$ cat src/rtl/sine_voice_mixer_if.sv
// rtl/sine_voice_mixer_if.sv - phase/gate inputs and mixed-sample outputs of the voice mixer
interface sine_voice_mixer_if #(
    parameter int NUM_VOICES   = 24,
    parameter int PHASE_WIDTH  = 32,
    parameter int SAMPLE_WIDTH = 16
);
    logic [NUM_VOICES-1:0][PHASE_WIDTH-1:0] phase_value_in;
    logic [NUM_VOICES-1:0]                  gate_in;
    logic                                   sample_tick_in;
    logic signed [SAMPLE_WIDTH-1:0]         mix_out;
    logic                                   mix_valid_out;
    logic                                   busy_out;
    logic                                   overrun_out;

    modport master (
        output phase_value_in, gate_in, sample_tick_in,
        input  mix_out, mix_valid_out, busy_out, overrun_out
    );

    modport slave (
        input  phase_value_in, gate_in, sample_tick_in,
        output mix_out, mix_valid_out, busy_out, overrun_out
    );
endinterface

$ cat src/rtl/sine_voice_mixer.sv
// rtl/sine_voice_mixer.sv - walks snapshotted voice phases through one shared sine ROM and mixes gated voices
module sine_voice_mixer #(
    parameter int NUM_VOICES     = 24,
    parameter int PHASE_WIDTH    = 32,
    parameter int LUT_ADDR_WIDTH = 8,
    parameter int SAMPLE_WIDTH   = 16,
    parameter int MIX_SHIFT      = 3
) (
    input  logic              clk_in,
    input  logic              rst_in,
    sine_voice_mixer_if.slave bus
);
    localparam int ROM_DEPTH = 2 ** LUT_ADDR_WIDTH;
    localparam int IDX_W     = (NUM_VOICES > 1) ? $clog2(NUM_VOICES) : 1;
    localparam int ACC_W     = SAMPLE_WIDTH + $clog2(NUM_VOICES);
    localparam logic [IDX_W-1:0]        IDX_LAST = IDX_W'(NUM_VOICES - 1);
    localparam logic signed [ACC_W-1:0] SAT_MAX  = ACC_W'((2 ** (SAMPLE_WIDTH - 1)) - 1);
    localparam logic signed [ACC_W-1:0] SAT_MIN  = ACC_W'(-(2 ** (SAMPLE_WIDTH - 1)));

    typedef enum logic [1:0] {S_IDLE, S_RUN, S_DRAIN, S_OUT} state_t;

    function automatic logic signed [SAMPLE_WIDTH-1:0] sine_entry(input int k);
        real amp;
        real ang;
        real val;
        int  r;
        amp = real'((2 ** (SAMPLE_WIDTH - 1)) - 1);
        ang = 2.0 * 3.14159265358979323846 * real'(k) / real'(ROM_DEPTH);
        val = amp * $sin(ang);
        r   = (val >= 0.0) ? $rtoi(val + 0.5) : -$rtoi(0.5 - val);
        return SAMPLE_WIDTH'(r);
    endfunction

    logic signed [SAMPLE_WIDTH-1:0] rom_w [ROM_DEPTH];
    for (genvar k = 0; k < ROM_DEPTH; k++) begin : g_rom
        assign rom_w[k] = sine_entry(k);
    end

    state_t                                    state_q, state_d;
    logic [IDX_W-1:0]                          idx_q;
    logic                                      drain_q;
    logic [NUM_VOICES-1:0][LUT_ADDR_WIDTH-1:0] snap_addr_q;
    logic [NUM_VOICES-1:0]                     snap_gate_q;
    logic [LUT_ADDR_WIDTH-1:0]                 rom_addr_q;
    logic signed [SAMPLE_WIDTH-1:0]            rom_data_q;
    logic                                      vld_p1_q, vld_p2_q;
    logic                                      gate_p1_q, gate_p2_q;
    logic signed [ACC_W-1:0]                   acc_q, acc_d, addend, shifted;
    logic signed [SAMPLE_WIDTH-1:0]            mix_q, mix_d;
    logic                                      overrun_q;

    logic busy, mix_valid, issue, tick_accept, tick_drop, load_mix;

    // Only the LUT address bits of each phase matter; the rest are consumed here.
    logic unused_phase_bits;
    assign unused_phase_bits = ^bus.phase_value_in;

    always_ff @(posedge clk_in or negedge rst_in) begin
        if (!rst_in) state_q <= S_IDLE;
        else         state_q <= state_d;
    end

    always_comb begin
        state_d = state_q;
        unique case (state_q)
            S_IDLE:  if (bus.sample_tick_in) state_d = S_RUN;
            S_RUN:   if (idx_q == IDX_LAST) state_d = S_DRAIN;
            S_DRAIN: if (drain_q) state_d = S_OUT;
            S_OUT:   state_d = S_IDLE;
            default: state_d = S_IDLE;
        endcase
    end

    always_comb begin
        busy        = (state_q != S_IDLE);
        mix_valid   = (state_q == S_OUT);
        issue       = (state_q == S_RUN);
        tick_accept = bus.sample_tick_in && (state_q == S_IDLE);
        tick_drop   = bus.sample_tick_in && (state_q != S_IDLE);
        load_mix    = (state_q == S_DRAIN) && drain_q;
    end

    // The final voice's ROM word lands in the last DRAIN cycle, so the result is taken from acc_d.
    always_comb begin
        addend = '0;
        if (vld_p2_q && gate_p2_q) addend = ACC_W'(rom_data_q);
        acc_d   = acc_q + addend;
        shifted = acc_d >>> MIX_SHIFT;
        if (shifted > SAT_MAX)      mix_d = SAMPLE_WIDTH'(SAT_MAX);
        else if (shifted < SAT_MIN) mix_d = SAMPLE_WIDTH'(SAT_MIN);
        else                        mix_d = SAMPLE_WIDTH'(shifted);
    end

    always_ff @(posedge clk_in or negedge rst_in) begin
        if (!rst_in) begin
            idx_q       <= '0;
            drain_q     <= 1'b0;
            snap_addr_q <= '0;
            snap_gate_q <= '0;
            vld_p1_q    <= 1'b0;
            vld_p2_q    <= 1'b0;
            gate_p1_q   <= 1'b0;
            gate_p2_q   <= 1'b0;
            acc_q       <= '0;
            mix_q       <= '0;
            overrun_q   <= 1'b0;
        end else begin
            if (tick_accept) begin
                for (int v = 0; v < NUM_VOICES; v++)
                    snap_addr_q[v] <= bus.phase_value_in[v][PHASE_WIDTH-1 -: LUT_ADDR_WIDTH];
                snap_gate_q <= bus.gate_in;
                idx_q       <= '0;
                acc_q       <= '0;
            end else begin
                acc_q <= acc_d;
                if (issue) idx_q <= idx_q + 1'b1;
            end
            drain_q   <= (state_q == S_DRAIN) && !drain_q;
            vld_p1_q  <= issue;
            gate_p1_q <= issue && snap_gate_q[idx_q];
            vld_p2_q  <= vld_p1_q;
            gate_p2_q <= gate_p1_q;
            if (load_mix)  mix_q     <= mix_d;
            if (tick_drop) overrun_q <= 1'b1;
        end
    end

    // ROM address and data registers carry no reset so the pair maps onto block RAM.
    always_ff @(posedge clk_in) begin
        rom_addr_q <= snap_addr_q[idx_q];
        rom_data_q <= rom_w[rom_addr_q];
    end

    assign bus.mix_out       = mix_q;
    assign bus.mix_valid_out = mix_valid;
    assign bus.busy_out      = busy;
    assign bus.overrun_out   = overrun_q;
endmodule

$ cat src/flat_wrapper.sv
// flat-port wrapper written by rule: the top's interface ports become plain ports
module sine_voice_mixer_flat 
#(
    parameter int NUM_VOICES     = 24,
    parameter int PHASE_WIDTH    = 32,
    parameter int LUT_ADDR_WIDTH = 8,
    parameter int SAMPLE_WIDTH   = 16,
    parameter int MIX_SHIFT      = 3
)
  (clk_in, rst_in, bus_phase_value_in, bus_gate_in, bus_sample_tick_in, bus_mix_out, bus_mix_valid_out, bus_busy_out, bus_overrun_out);
  sine_voice_mixer_if #(.NUM_VOICES(NUM_VOICES), .PHASE_WIDTH(PHASE_WIDTH), .SAMPLE_WIDTH(SAMPLE_WIDTH)) bus_i ();
  input  logic clk_in;
  input  logic rst_in;
  input wire logic [$bits(bus_i.phase_value_in)-1:0] bus_phase_value_in;
  input wire logic [$bits(bus_i.gate_in)-1:0] bus_gate_in;
  input wire logic [$bits(bus_i.sample_tick_in)-1:0] bus_sample_tick_in;
  output wire logic [$bits(bus_i.mix_out)-1:0] bus_mix_out;
  output wire logic [$bits(bus_i.mix_valid_out)-1:0] bus_mix_valid_out;
  output wire logic [$bits(bus_i.busy_out)-1:0] bus_busy_out;
  output wire logic [$bits(bus_i.overrun_out)-1:0] bus_overrun_out;
  assign bus_i.phase_value_in = bus_phase_value_in;
  assign bus_i.gate_in = bus_gate_in;
  assign bus_i.sample_tick_in = bus_sample_tick_in;
  assign bus_mix_out = bus_i.mix_out;
  assign bus_mix_valid_out = bus_i.mix_valid_out;
  assign bus_busy_out = bus_i.busy_out;
  assign bus_overrun_out = bus_i.overrun_out;
  sine_voice_mixer #(.NUM_VOICES(NUM_VOICES), .PHASE_WIDTH(PHASE_WIDTH), .LUT_ADDR_WIDTH(LUT_ADDR_WIDTH), .SAMPLE_WIDTH(SAMPLE_WIDTH), .MIX_SHIFT(MIX_SHIFT)) u_core (.clk_in(clk_in), .rst_in(rst_in), .bus(bus_i));
endmodule
$ cat config.mk
export PLATFORM = sky130hd
export DESIGN_NAME = sine_voice_mixer_flat
export DESIGN_NICKNAME = d
export VERILOG_FILES = /design/src/rtl/sine_voice_mixer_if.sv /design/src/rtl/sine_voice_mixer.sv /design/src/flat_wrapper.sv
export SDC_FILE = /design/constraint.sdc
export NUM_CORES = 1
export LEC_CHECK = 0
export ABC_AREA = 0
export CORE_AREA = 2 2 321 323
export DETAILED_ROUTE_END_ITERATION = 16
export DIE_AREA = 0 0 323 325
export PLACE_DENSITY = 0.44
export SYNTH_ARGS = -nofsm -noshare
export SYNTH_HDL_FRONTEND = slang
export SYNTH_SLANG_ARGS = --single-unit
$ cat constraint.sdc
create_clock -name clk_in -period 4.13 [get_ports clk_in]
set_input_delay 1.0325 -clock clk_in [delete_from_list [all_inputs] [get_ports clk_in]]
set_output_delay 1.0325 -clock clk_in [all_outputs]
set_load 0.1 [all_outputs]
; ---- After elaboration in Yosys (flattened, before gate mapping)
; Memory sizes are Yosys's and may differ from the RTL's. A register that Yosys moved wholly into a read port is not among the register bits.
; Cells that the tools add are included.
[totals]
n_memories = 1
wordCells = 75
ram_bits = 0
inputBits = 795
regBits = 274
output_inout_bits = 19
latch_bits = 0
mem_bits_ro = 4096
[mem_list]
columns = name, depth, word_bits, read_ports, rd_clocked_by_memory_dff, write_ports, line_no
row1 = (no name shown), 256, 16, 1, 1, 0, sine_voice_mixer.sv:131  ; rom_data_q <= rom_w[rom_addr_q];
[classes]
reduce_logical = 11
addsub = 2
n_div = 0
n_mul = 0
bitwise = 1
mux = 14
n_eq_ne = 7
shift = 0
order_cmp = 3
[ops]
columns = operator, count
row1 = $mux W21, 2
row2 = $bmux W8 S5, 1
row3 = $mux W16, 2
row4 = $add A21 B21 Y21, 1
row5 = $gt A18 B16 Y1 const B, 1
row6 = $lt A18 B16 Y1 const B, 1
row7 = $mux W5, 2
row8 = $not A8 Y9, 1
row9 = $mux W8, 1
row10 = $pmux W2 S4, 1
row11 = $logic_and A1 B1 Y1, 6
row12 = $lt A5 B6 Y1 const B, 1
row13 = $mux W2, 3
row14 = $add A5 B1 Y5 const B, 1
row15 = $bmux W1 S5, 1
row16 = $eq A5 B5 Y1 const B, 1
row17 = $eq A2 B2 Y1 const B, 2
row18 = $ne A2 B2 Y1 const B, 2
row19 = $reduce_bool A2 Y1, 2
row20 = $reduce_and A3 Y1, 1
row21 = $eq A2 B1 Y1 const B, 1
row22 = $logic_not A2 Y1, 1
row23 = $ne A2 B1 Y1 const B, 1
row24 = $logic_not A1 Y1, 1
row25 = $mux W1, 1

; ---- Logic depth before layout (Yosys ltp)
[logic_depth]
ltp_word = 6
ltp_mapped = 15
mapped_depth_nobuf = 12

; ---- Worst setup path before layout
; No wires, ideal clock.
[synth_timing]
kind = register to register
startpoint = reg u_core.vld_p2_q
endpoint = reg u_core.mix_q[8] (netlist: u_core.bus.mix_out[8])
setup_ps = 120
required_time_ps = 4010
path_stages_with_launch = 15
slack_ps = 966
n_path_buf = 2
period_less_slack_ps = 3164
arrival_ps = 3044
cell_sequence = dfrtp_1 > clkbuf_1 > and3_1 > ha_1 > inv_1 > fa_1 > nor2b_4 > o31a_4 > o2111ai_4 > a31oi_4 > a211oi_2 > or3_4 > buf_6 > a32o_1 > a41o_1
[synth_between]
elab_chain_len = 6
word_cells_on_any_way = 7
classes_between = 1 x add/sub / 2 x order compare / 3 x mux / 1 x reduce/logical
[synth_lines]
columns = element, line_no
row1 = start: declaration, sine_voice_mixer.sv:46  ; logic vld_p1_q, vld_p2_q;
row2 = start signal: assignment, sine_voice_mixer.sv:121  ; vld_p2_q <= vld_p1_q;
row3 = $logic_and A1 B1 Y1 *, sine_voice_mixer.sv:86  ; if (vld_p2_q && gate_p2_q) addend = ACC_W'(rom_data_q);
row4 = $mux W21 *, sine_voice_mixer.sv:86
row5 = $add A21 B21 Y21 *, sine_voice_mixer.sv:87  ; acc_d = acc_q + addend;
row6 = $lt A18 B16 Y1, sine_voice_mixer.sv:90  ; else if (shifted < SAT_MIN) mix_d = SAMPLE_WIDTH'(SAT_MIN);
row7 = $mux W16, sine_voice_mixer.sv:90
row8 = $mux W16 *, sine_voice_mixer.sv:89  ; if (shifted > SAT_MAX) mix_d = SAMPLE_WIDTH'(SAT_MAX);
row9 = end signal: assignment, sine_voice_mixer.sv:123  ; if (load_mix) mix_q <= mix_d;
row10 = end: declaration, sine_voice_mixer.sv:49  ; logic signed [SAMPLE_WIDTH-1:0] mix_q, mix_d;
; Mark *: on every way between the ends. The rest lies on a longest branch, timed or not.
; A chain may end at the register's enable or synchronous reset.

; ---- Worst setup path in the final report
[layout_timing]
startpoint = reg u_core.gate_p2_q
endpoint = reg u_core.mix_q[8] (netlist: u_core.bus.mix_out[8])
[layout_between]
elab_chain_len = 6
word_cells_on_any_way = 7
classes_between = 1 x add/sub / 2 x order compare / 3 x mux / 1 x reduce/logical
[layout_lines]
columns = element, line_no
row1 = start: declaration, sine_voice_mixer.sv:47  ; logic gate_p1_q, gate_p2_q;
row2 = start signal: assignment, sine_voice_mixer.sv:122  ; gate_p2_q <= gate_p1_q;
row3 = $logic_and A1 B1 Y1 *, sine_voice_mixer.sv:86
row4 = $mux W21 *, sine_voice_mixer.sv:86
row5 = $add A21 B21 Y21 *, sine_voice_mixer.sv:87
row6 = $lt A18 B16 Y1, sine_voice_mixer.sv:90
row7 = $mux W16, sine_voice_mixer.sv:90
row8 = $mux W16 *, sine_voice_mixer.sv:89
; Marked as above.

==> metrics.yaml <==
r2r_cells: 12
synth_cell_types: 78
cts_max_level: 2
final_hold_viol_count: 0
cts_resized: 0
setup_tns_ns: 0
hp-start: "u_core.vld_p1_q"
start_util: 0.177
seq_area_um2: 7150
holdPathEnd: "u_core.vld_p2_q"
min_period_over_period: 0.847
max_slew_margin: 0.245
hpwl_um: 51400
drtAntennaViolNets: 0
firstDrtPassIters: 6
fin_total_pwr_uw: 19900
ys_ff_latch: 290
grt_pass1_wl_um: 110000
min-delay-path-class: "reg2reg"
ios: 814
fmax_ghz: 0.286
via_per_inst: 4.50
critPathKind: "reg2reg"
synthCells: 2155
post_cts_buffers: 0
synth_warnings: 0
numCtsBuffers: 37
cts_tree: "done"
antenna_found_initial: 12
reg2reg_setup_slack_ns: 0.63
ys_seq_area_frac: 0.399
met1_usage: 0.188
final_area_um2: 23400
port_buffers: 237
route.detailed.drc: 0
rows: 117
final_nets: 3197
arrival_ns: 3.96
async_reset_ff_frac: 0.917
outcome: "completed"
synth_edf_count: 0
syn-cell-area_um2: 17900
place_congestion: 0.957
syn_nets: 2995
p_leak_uw: 0.0102
ir_worst_vdd_mv: 0.347
drt_iter0_drc: 1439
grt_max_degree: 98
place_inst: 3686
finClkSkew_ns: 0.0319
clkSinkCount: 290
cts_hold_buf: 0
timing_worst_slew_pin_value_ns: 1.13
clk_path_buf_depth: 3
cap_violations: 0
drive_gt1_frac: 0.110
end_kind: "register"
top_usage_layer: "met2"
p_per_area_nw_per_um2: 852
start_kind: "register"
instances_no_fill: 3753
die_w_um: 323
r2r-start: "u_core.gate_p2_q"
min_path_cells: 0
grt_use_met2: 0.204
final_cell_mix: "755 x nand2_1, 264 x dfrtp_1, 234 x clkdlybuf4s50_1"
period_needed_ns: 3.50
grt_pass1_vias: 17028
grtUsageTotal: 0.135
ys.flop_type: "dfrtp_1"
cp.required_ns: 4.59
final-setup-viol-count: 0
fill_cells: 11384
wl_um: 71400
rsz0062_at_grt: "false"
wl_per_cell_um: 19.0
cts_root_buf: "clkbuf_16"
vias: 16904
dieArea_um2: 105000
r2r-end: "u_core.bus.mix_out[8]"
syn_area_per_cell_um2: 8.30
coreArea_um2: 101000
path_clk_slew_ns: 0.06
die_h_um: 325
drv_slew: 0
grt_util_met3: 0.0329
syn_to_final_growth_pct: 30.9
clk_latency_ns: 0.58
final_common_cell: "nand2_1"
crit_fanout: 31
post_dp_cell_area_um2: 22200
grt_remaining_overflow: 0
multi_input_area_um2: 9940
cell type report:
| class | instances | share of cell area |
|---|---|---|
| Multi-Input combinational cell | 1655 | 0.425 |
| Sequential cell | 290 | 0.305 |
| Inverter | 35 | 0.00561 |
| Clock buffer | 53 | 0.0447 |
| Tap cell | 1368 | 0.0731 |
| Timing Repair Buffer | 338 | 0.140 |
| Clock inverter | 11 | 0.00604 |
| Antenna cell | 3 | 0.000321 |
per-stage QoR:
step | hold slack (ns) | utilization | worst slack, ns
floorplan | 0.331 | - | 0.966
global route | 0.358 | 0.231 | 0.377
global placement | 0.334 | 0.219 | 0.586
detailed placement | 0.336 | 0.219 | 0.591
finish | 0.346 | 0.231 | 0.631
CTS | 0.350 | 0.231 | 0.616
per-layer routing:
metal  wire length (µm)  up-vias
met1              32100     8134
met5                116        -
met2              31200      703
li1                   -     7908
met4               2300       18
met3               5690      141
power by group:
part,total (µW),internal [µW],switching [µW]
Sequential,5240,4190,1050
Clock,3210,1850,1360
Combinational,11500,4440,7060
Total,19900,10500,9470
registers in the layout (all words and copies together) (netlist names), 2 cells and up:
register	cells
u_core.snap_gate_q	24
u_core.rom_data_q	16
u_core.snap_addr_q	192
u_core.acc_q	21
u_core.state_q	2
u_core.idx_q	5
u_core.bus.mix_out	16
u_core.rom_addr_q	8
Yosys cell counts, drive strengths merged, types with 13 or more instances:
master  instances  area (µm²)
a211oi         21         163
a21oi         103         515
a311oi         13         114
a31oi          28         190
and2           17         106
and3           21         131
buf            48         220
clkbuf        127         477
dfrtp         266        6660
dfxtp          24         480
ha             44         551
inv            34         128
mux2i          13         130
mux4           74        1670
nand2         756        2840
nand2b         18         113
nand3          28         140
nor2          124         473
nor2b          18         120
nor3           40         200
o211ai         28         220
o21ai          94         470
o22ai          15        93.8
o311ai         18         158
o31ai          23         173
critical path, cell delays in order, from the launching register on:
cell       delay (ns)
dfrtp_1          0.61
and3_1           0.24
ha_1             0.16
inv_1            0.05
fa_1             0.41
nor2b_4          0.15
o31a_4           0.16
o2111ai_4        0.15
a31oi_4          0.26
a211oi_2         0.12
or3_4            0.53
a32o_1           0.31
a41o_1           0.23
worst max path at each step:
stage,to,startpoint
after floorplan,u_core.bus.mix_out[8],u_core.vld_p2_q
after global placement,u_core.bus.mix_out[8],u_core.gate_p2_q
after detailed placement,u_core.bus.mix_out[4],u_core.gate_p2_q
after CTS,u_core.bus.mix_out[8],u_core.gate_p2_q
after global routing,u_core.bus.mix_out[8],u_core.gate_p2_q
final,u_core.bus.mix_out[8],u_core.gate_p2_q
cells by family after synthesis:
kind of cell / count (synthesis) / share of synthesized area
simple gates: 1056 / 0.243
xor+xnor: 18 / 0.00881
compound gates: 448 / 0.170
fa+ha+maj: 45 / 0.0319
buf+inv: 210 / 0.0463
mux: 88 / 0.101
flops: 290 / 0.399
(Power assumes the default switching activity.)
